`src/rtl/mar_burst.sv`:
```
// mar_burst: memory address register with a burst address generator.
// Holds a base address, serves legacy single reads and issues strided
// bursts over a valid/ready handshake. mar_out is always driven.
// Optional feature macro: MAR_BOUNDS_CHK_EN adds lim_lo/lim_hi window
// checking and a sticky err output; without it addresses wrap freely.

module mar_burst #(
  parameter int AW = 13,
  parameter int LW = 8,
  parameter int SW = 4
) (
  input  logic          clk,
  input  logic          rst,
  input  logic          wr_mar,
  input  logic          re_mar,
  input  logic [AW-1:0] mar_in,
  input  logic          burst_start,
  input  logic [LW-1:0] burst_len,
  input  logic [SW-1:0] stride,
  input  logic          dir,
  input  logic          burst_abort,
  input  logic          addr_rdy,
  output logic [AW-1:0] mar_out,
  output logic          addr_vld,
  output logic          busy,
  output logic          done
`ifdef MAR_BOUNDS_CHK_EN
  ,
  input  logic [AW-1:0] lim_lo,
  input  logic [AW-1:0] lim_hi,
  output logic          err
`endif
);

  typedef enum logic [0:0] {
    ST_IDLE  = 1'b0,
    ST_BURST = 1'b1
  } state_t;

  localparam logic [LW-1:0] CNT_ZERO = {LW{1'b0}};
  localparam logic [LW-1:0] CNT_ONE  = LW'(1);

  state_t        state_r, state_s;
  logic [AW-1:0] mar_r, mar_s;
  logic [AW-1:0] mar_out_r, mar_out_s;
  logic          addr_vld_r, addr_vld_s;
  logic          done_r, done_s;
  logic          busy_r;
  logic [LW-1:0] count_r, count_s;
  logic [SW-1:0] stride_r, stride_s;
  logic          dir_r, dir_s;
  logic [AW-1:0] base_s;
  logic [AW-1:0] step_s;
  logic          hs_s;
  logic          oob_s;
`ifdef MAR_BOUNDS_CHK_EN
  logic          err_r, err_s;
  logic [AW-1:0] chk_addr_s;
`endif

  // Next burst address; arithmetic wraps naturally at AW bits.
  function automatic logic [AW-1:0] step_addr(input logic [AW-1:0] a,
                                               input logic [SW-1:0] s,
                                               input logic          d);
    logic [AW-1:0] s_ext;
    s_ext = AW'(s);
    if (d) begin
      return a - s_ext;
    end else begin
      return a + s_ext;
    end
  endfunction

`ifdef MAR_BOUNDS_CHK_EN
  // True when an address lies outside the inclusive [lo, hi] window.
  function automatic logic out_of_bounds(input logic [AW-1:0] a,
                                         input logic [AW-1:0] lo,
                                         input logic [AW-1:0] hi);
    return (a < lo) || (a > hi);
  endfunction
`endif

  // A same-cycle wr_mar feeds the burst base directly.
  assign base_s = wr_mar ? mar_in : mar_r;
  assign step_s = step_addr(mar_out_r, stride_r, dir_r);
  assign hs_s   = addr_vld_r & addr_rdy;

`ifdef MAR_BOUNDS_CHK_EN
  // Address that would be presented next, used only for the window check.
  always_comb begin
    chk_addr_s = mar_r;
    if (state_r == ST_BURST) begin
      chk_addr_s = step_s;
    end else if (burst_start) begin
      chk_addr_s = base_s;
    end else begin
      chk_addr_s = mar_r;
    end
  end

  assign oob_s = out_of_bounds(chk_addr_s, lim_lo, lim_hi);
`else
  assign oob_s = 1'b0;
`endif

  // Next-state and datapath decisions for the IDLE/BURST controller.
  always_comb begin
    state_s    = state_r;
    mar_s      = mar_r;
    mar_out_s  = mar_out_r;
    addr_vld_s = addr_vld_r;
    done_s     = 1'b0;
    count_s    = count_r;
    stride_s   = stride_r;
    dir_s      = dir_r;
`ifdef MAR_BOUNDS_CHK_EN
    err_s      = err_r;
`endif
    case (state_r)
      ST_IDLE: begin
        // A single-read valid lasts exactly one cycle.
        addr_vld_s = 1'b0;
        if (wr_mar) begin
          mar_s = mar_in;
`ifdef MAR_BOUNDS_CHK_EN
          err_s = 1'b0;
`endif
        end else begin
          mar_s = mar_r;
        end
        if (burst_start) begin
          if (burst_len == CNT_ZERO) begin
            // Empty burst: nothing is issued, completion still reported.
            done_s = 1'b1;
          end else if (oob_s) begin
            mar_s = base_s;
`ifdef MAR_BOUNDS_CHK_EN
            err_s = 1'b1;
`endif
          end else begin
            mar_out_s  = base_s;
            addr_vld_s = 1'b1;
            count_s    = burst_len;
            stride_s   = stride;
            dir_s      = dir;
            state_s    = ST_BURST;
          end
        end else if (re_mar) begin
          if (oob_s) begin
            mar_s = mar_r;
`ifdef MAR_BOUNDS_CHK_EN
            err_s = 1'b1;
`endif
          end else begin
            // Old MAR value is presented even if wr_mar loads a new one.
            mar_out_s  = mar_r;
            addr_vld_s = 1'b1;
          end
        end else begin
          mar_out_s = mar_out_r;
        end
      end
      ST_BURST: begin
        if (burst_abort) begin
          // Abort wins over a same-cycle handshake; MAR keeps the
          // first address the memory port has not accepted.
          addr_vld_s = 1'b0;
          mar_s      = mar_out_r;
          count_s    = CNT_ZERO;
          state_s    = ST_IDLE;
        end else if (hs_s) begin
          if (count_r > CNT_ONE) begin
            if (oob_s) begin
              addr_vld_s = 1'b0;
              mar_s      = step_s;
              count_s    = CNT_ZERO;
              state_s    = ST_IDLE;
`ifdef MAR_BOUNDS_CHK_EN
              err_s      = 1'b1;
`endif
            end else begin
              mar_out_s = step_s;
              count_s   = count_r - CNT_ONE;
            end
          end else begin
            // Last address accepted: MAR points past the burst.
            addr_vld_s = 1'b0;
            mar_s      = step_s;
            done_s     = 1'b1;
            count_s    = CNT_ZERO;
            state_s    = ST_IDLE;
          end
        end else begin
          // Memory port stalled: hold the presented address.
          mar_out_s  = mar_out_r;
          addr_vld_s = addr_vld_r;
        end
      end
      default: begin
        state_s    = ST_IDLE;
        addr_vld_s = 1'b0;
        count_s    = CNT_ZERO;
      end
    endcase
  end

  // State and output registers with synchronous reset.
  always_ff @(posedge clk) begin
    if (rst) begin
      state_r    <= ST_IDLE;
      mar_r      <= {AW{1'b0}};
      mar_out_r  <= {AW{1'b0}};
      addr_vld_r <= 1'b0;
      done_r     <= 1'b0;
      busy_r     <= 1'b0;
      count_r    <= CNT_ZERO;
      stride_r   <= {SW{1'b0}};
      dir_r      <= 1'b0;
`ifdef MAR_BOUNDS_CHK_EN
      err_r      <= 1'b0;
`endif
    end else begin
      state_r    <= state_s;
      mar_r      <= mar_s;
      mar_out_r  <= mar_out_s;
      addr_vld_r <= addr_vld_s;
      done_r     <= done_s;
      busy_r     <= (state_s == ST_BURST);
      count_r    <= count_s;
      stride_r   <= stride_s;
      dir_r      <= dir_s;
`ifdef MAR_BOUNDS_CHK_EN
      err_r      <= err_s;
`endif
    end
  end

  assign mar_out  = mar_out_r;
  assign addr_vld = addr_vld_r;
  assign busy     = busy_r;
  assign done     = done_r;
`ifdef MAR_BOUNDS_CHK_EN
  assign err      = err_r;
`endif

endmodule

```
`config.mk`:
```
export PLATFORM = sky130hd
export DESIGN_NAME = mar_burst
export DESIGN_NICKNAME = d
export VERILOG_FILES = /design/src/rtl/mar_burst.sv
export SDC_FILE = /design/constraint.sdc
export NUM_CORES = 1
export LEC_CHECK = 0
export ABC_AREA = 1
export CORE_ASPECT_RATIO = 0.5
export CORE_UTILIZATION = 45
export CTS_CLUSTER_DIAMETER = 40
export DETAILED_ROUTE_END_ITERATION = 10
export GPL_TIMING_DRIVEN = 0
export PLACE_DENSITY = 0.68
export SLEW_MARGIN = 20
export SYNTH_ARGS = -nofsm -noshare
export SYNTH_HDL_FRONTEND = slang
export SYNTH_SLANG_ARGS = --single-unit
```
`constraint.sdc`:
```
create_clock -name clk -period 2.7 [get_ports clk]
set_input_delay 0.27 -clock clk [delete_from_list [all_inputs] [get_ports clk]]
set_output_delay 0.27 -clock clk [all_outputs]
set_load 0.02 [all_outputs]
```
# Word-level counts from Yosys, hierarchy flattened
# Index checks and enable logic that the tools add are counted.
word_totals:
  inputBits: 33
  reg_bits: 42
  word_cells: 66
  output_inout_bits: 16
classes:
  muxes: 37
  add_sub_neg: 3
  eq_ne: 9
  n_reduce_logical: 5
  n_lt_le_gt_ge: 1
  bitwise_logic: 3
ops:
  columns: ["cell", "n"]
  rows:
  - ["13-bit two-way mux", 11]
  - ["13-bit one-hot mux with 2 select lines", 2]
  - ["8-bit two-way mux", 5]
  - ["8-bit one-hot mux with 2 select lines", 1]
  - ["1-bit two-way mux", 15]
  - ["13-bit by 4-bit adder with 13-bit output", 1]
  - ["13-bit by 4-bit subtractor with 13-bit output", 1]
  - ["3-bit != test, second input constant", 3]
  - ["8-bit by 1-bit greater-than comparator with 1-bit output, second input constant", 1]
  - ["8-bit zero test", 1]
  - ["8-bit by 1-bit subtractor with 8-bit output, second input constant", 1]
  - ["2-bit != test, second input constant", 3]
  - ["1-bit one-hot mux with 2 select lines", 3]
  - ["3-bit AND reduction", 2]
  - ["5-bit AND reduction", 1]
  - ["2-bit by 1-bit != test with 1-bit output, second input constant", 2]
  - ["3-bit by 2-bit != test with 1-bit output, second input constant", 1]
  - ["1-bit inverter", 2]
  - ["2-bit AND reduction", 1]
  - ["1-bit AND", 1]

# Depth between registers and ports, before layout
depth:
  ltp_word: 6
  ltp_mapped: 18
  ltp_nobuf: 18

# Worst setup path before layout
# Ideal clock, no wire load.
synth_path:
  path_type: "flip-flop to flip-flop"
  from: "reg stride_r[0]"
  to: "reg mar_out_r[8], in the netlist mar_out[8]"
  arrival_time_ps: 1912
  path_slack_ps: 719
  setup_time_ps: 70
  synth_period_minus_slack_ps: 1981
  n_path_buf: 0
  required_time_ps: 2630
  path_stages_with_launch: 12
  path_cell_list: "dfxtp_1 nor3_1 ha_1 o21ai_0 ha_1 nand2_1 nand3_1 nand2_1 nand2_1 xor2_1 nand2_1 a21oi_1"
synth_between:
  elab_chain_len: 6
synth_lines:
  columns: ["item", "line_no", "text"]
  rows:
  - ["from (decl)", "50", "logic [SW-1:0] stride_r, stride_s;"]
  - ["from (signal assigned)", "217", "stride_r <= {SW{1'b0}};"]
  - ["from (signal assigned)", "230", "stride_r <= stride_s;"]
  - ["13-bit by 4-bit adder with 13-bit output / 13-bit by 4-bit subtractor with 13-bit output (equally long branches)", "70, 68", null]
  - ["13-bit two-way mux *", "67", "if (d) begin"]
  - ["13-bit two-way mux *", "172", "if (count_r > CNT_ONE) begin"]
  - ["13-bit two-way mux *", "171", "end else if (hs_s) begin"]
  - ["13-bit two-way mux *", "164", "if (burst_abort) begin"]
  - ["13-bit one-hot mux with 2 select lines *", "119", "case (state_r)"]
  - ["to (signal assigned)", "212", "mar_out_r <= {AW{1'b0}};"]
  - ["to (signal assigned)", "225", "mar_out_r <= mar_out_s;"]
  - ["to (decl)", "45", "logic [AW-1:0] mar_out_r, mar_out_s;"]
# Every way passes the cells marked *; elsewhere a longest branch is shown, timed or not. The select of a mux whose other input is x is not followed.
# A chain may end at the register's enable or synchronous reset.

# Worst setup path after layout
# Same ends and word-level chain as after synthesis.

==> tab_implementation.tex <==
\begin{tabular}{lr}
\hline
Metric & Value \\
\hline
\multicolumn{2}{l}{\textbf{Floorplan}} \\
\quad Area of the die & between 0.007 and 0.008 mm² \\
\quad Rows & 21 \\
\quad Die boundary height & $\sim$63 µm \\
\quad Std-Cell Core Area & 0.00691 mm² \\
\quad Number of placed I/O pins & 49 \\
\quad Die span in x & 123 µm \\
\quad Effective utilization at floorplan & 48.0\% \\
\multicolumn{2}{l}{\textbf{Drt}} \\
\quad DRC violation count after routing & 0 \\
\quad Post-detailed-route via-to-cell ratio & about 5.2 \\
\quad First-pass detailed-route iteration total & 5 \\
\quad Routed vias & 3593 \\
\quad Routed wire length & 9.33 mm \\
\quad Post-route antenna net violation count & 0 \\
\quad Number of DRC markers in iteration 0 & about 270 \\
\quad Routed wire per std cell & 13.5 µm \\
\multicolumn{2}{l}{\textbf{Clock network}} \\
\quad Hold buffer count at cts & 0 \\
\quad Clock sinks & 42 \\
\quad Inserted Clock Buffers & 5 \\
\quad Count of cells resized by post-cts repair & 0 \\
\quad Clock slew seen by the registers of the worst setup and hold paths & 0.06 ns \\
\quad CTS tree & built \\
\quad Clock root cell & clkbuf\_16 \\
\quad CTS Buffer Depth & 2 \\
\quad Clock latency of the later-clocked register in the worst-skew pair & just under 0.3 ns \\
\quad Buffers inserted by post-CTS timing repair & 0 \\
\quad Level count of the clock H-tree & 2 \\
\multicolumn{2}{l}{\textbf{Power}} \\
\quad Cell Pwr Density & approximately 660 mW/mm² \\
\quad Part of the power in the clock network & about a quarter \\
\quad P\_int & 1560 µW \\
\quad Sw power & 1110 µW \\
\quad Sequential group share of total power & 29.4\% \\
\quad Worst IR drop on VDD & roughly 340 µV \\
\quad Logic pwr share & 47.0\% \\
\quad Cell leakage power & between 0.0015 and 0.002 µW \\
\quad Sw frac & 41.6\% \\
\quad Overall Power & around 2700 µW \\
\multicolumn{2}{l}{\textbf{Placed design}} \\
\quad Detailed placement HPWL & around 7.4 mm \\
\quad Count of port buffers added during placement & 46 \\
\quad Last weighted congestion value of the routability-driven placer & 0.894 \\
\quad Post-placement worst setup slack & between 0.3 and 0.4 ns \\
\multicolumn{2}{l}{\textbf{Final layout}} \\
\quad FILL cells & 716 \\
\quad Layout-stage area growth over the synthesis result & 21.9\% \\
\quad Number of diodes & 0 \\
\quad Final net count & approximately 650 \\
\quad Layout cell share with drive strength beyond 1 & 6.32\% \\
\multicolumn{2}{l}{\textbf{Timing}} \\
\quad RSZ-0062 raised after global routing & false \\
\quad Final critical delay including setup and external delays & 2.40 ns \\
\quad Post-Route Skew & 0.00307 ns \\
\quad Number of max-slew violations in the final report & 0 \\
\quad Number of hold violations in the final report & 0 \\
\quad Post-Route Setup TNS & 0 ns \\
\quad Final critical-path share of the clock period & 89.1\% \\
\quad F\_max & slightly above 400 MHz \\
\quad Least setup slack across all paths after layout & 0.295 ns \\
\quad Worst-case headroom to the max-slew limit & 61.7\% \\
\quad Worst-margin pin slew & about 0.58 ns \\
\quad Worst slack on hold paths & a little under 0.4 ns \\
\quad Setup-failing EPs final & 0 \\
\multicolumn{2}{l}{\textbf{Yosys}} \\
\quad Cell variety after synth & 35 \\
\quad Count of mapped cells out of synthesis & 547 \\
\quad Average size of a mapped cell & about 6.1 µm² \\
\quad Post-synthesis instance area & 0.00332 mm² \\
\quad FF+latch count, synth & 42 \\
\quad Post-synthesis sequential area ratio & between 20\% and 30\% \\
\quad Post-Syn Nets & 598 \\
\quad Number of warnings printed during yosys synthesis & 0 \\
\multicolumn{2}{l}{\textbf{Global route}} \\
\quad All-layer global routing usage & 25.9\% \\
\quad Number of global-route vias before repair & approximately 3400 \\
\quad Initial antenna violation count & 0 \\
\quad Wire length of the first global-routing pass & 15.4 mm \\
\quad Remaining Overflow, GRT & 0 \\
\quad Largest net degree at the start of global routing & 14 \\
\multicolumn{2}{l}{\textbf{Worst setup path}} \\
\quad Worst EP arrival & 2.63 ns \\
\quad Type of destination of the critical path & register \\
\quad Crit path launch type & register \\
\quad CP Class & register to register \\
\quad Worst-path maximum fanout & 5 \\
\quad Required arrival time at the worst endpoint & 2.92 ns \\
\multicolumn{2}{l}{\textbf{Run status}} \\
\quad Outcome & completed \\
\multicolumn{2}{l}{\textbf{Worst hold path}} \\
\quad Worst hold path type & input pin to register \\
\multicolumn{2}{l}{\textbf{Flow run}} \\
\quad Max capacitance violation total & 0 \\
\hline
\end{tabular}
-- worst max-delay path, cell delays in order (launching register included) --
cell and delay [ns]:
dfxtp_1 0.34, nor3_1 0.31, ha_1 0.29, o21ai_0 0.18, ha_1 0.31, nand2_1 0.11
nand3_1 0.18, nand2_1 0.11, nand2_1 0.07, xor2_1 0.19, nand2_1 0.08, a21oi_1 0.17
-- per-layer routing --
| metal | global-route usage [%] | vias up | part of all wire [%] |
|---|---|---|---|
| met5 | 0 | - | 0 |
| met1 | 35.6 | 1617 | 50 |
| met4 | 6.17 | 0 | 0.81 |
| met2 | 41.4 | 101 | 44 |
| li1 | - | 1868 | - |
| met3 | 5.20 | 7 | 5.5 |
-- placed cells by master, fill, tap and decap left out, drive strengths merged, types with 10 or more instances in the layout --
master,netlist,layout
clkbuf,6,12
inv,83,83
ha,17,17
dfxtp,42,42
nand3,36,36
o22ai,13,13
nor2,63,63
a21oi,38,38
buf,10,10
clkdlybuf4s50,0,46
o21ai,40,40
nand2,155,155
-- synth_stat cells, drive strengths merged --
library cell | n | share of area, %
a21oi | 38 | 6.1
a22oi | 5 | 1.1
a31oi | 1 | 0.19
and2 | 2 | 0.38
buf | 10 | 2.1
clkbuf | 6 | 0.68
dfxtp | 42 | 25
fa | 1 | 0.60
ha | 17 | 6.4
inv | 83 | 9.5
mux2i | 1 | 0.30
nand2 | 155 | 18
nand3 | 36 | 5.4
nand3b | 2 | 0.45
nand4 | 6 | 1.1
nor2 | 63 | 8.0
nor3 | 8 | 1.2
o211ai | 7 | 1.6
o21ai | 40 | 6.1
o21bai | 2 | 0.45
o22ai | 13 | 2.5
or2 | 1 | 0.19
xnor2 | 3 | 0.79
xor2 | 5 | 1.3
-- final timing paths --
path	start	endpoint	slack (ns)	cells past startpoint
hold reg to reg	count_r[1]	count_r[1]	0.48	2
hold / removal	rst	count_r[1]	0.40	2
setup reg to reg	stride_r[0]	mar_out[8]	0.30	11
setup / recovery	stride_r[0]	mar_out[8]	0.30	11
-- per-stage QoR --
step | util, % | instances | instance area (µm²)
6_report | 58.5 | 693 | 4050
5_1_grt | 58.5 | 693 | 4050
4_1_cts | 58.5 | 693 | 4050
3_5_place_dp | 56.3 | 685 | 3890
3_3_place_gp | 56.3 | 685 | 3890
2_1_floorplan | - | 547 | 3320
-- power by group through the flow --
stage	sequential [µW]	combinational, µW	clock (µW)
2_1_floorplan	823	864	0
3_3_place_gp	798	1230	0
3_5_place_dp	798	1240	0
4_1_cts	785	1250	638
5_1_grt	798	1430	669
6_report	786	1260	629
-- state kept, by name, indices dropped and copies added (netlist names) --
| signal | flops |
|---|---|
| count_r | 8 |
| mar_out | 13 |
| stride_r | 4 |
| done | 1 |
| busy | 1 |
| mar_r | 13 |
| addr_vld | 1 |
| dir_r | 1 |
-- cell families after synthesis --
family / count (synthesis) / share of synthesized area, %
compound gates: 106 / 18.0
xor+xnor: 8 / 2.11
fa+ha+maj: 18 / 7.01
buf+inv: 99 / 12.3
flops: 42 / 25.3
mux: 1 / 0.302
simple gates: 273 / 35.0
-- area by class of cell --
cell class / instances / area (µm²) / share of cell area [%]
multi-input combinational: 406 / 2070 / 51.2
timing repair buffer: 46 / 460 / 11.4
buffer: 16 / 92.6 / 2.29
tap: 92 / 115 / 2.85
clock buffer: 6 / 139 / 3.43
inverter: 83 / 314 / 7.76
clock inverter: 2 / 12.5 / 0.309
sequential: 42 / 841 / 20.8
Note: power is estimated with default switching activity, not from simulation.
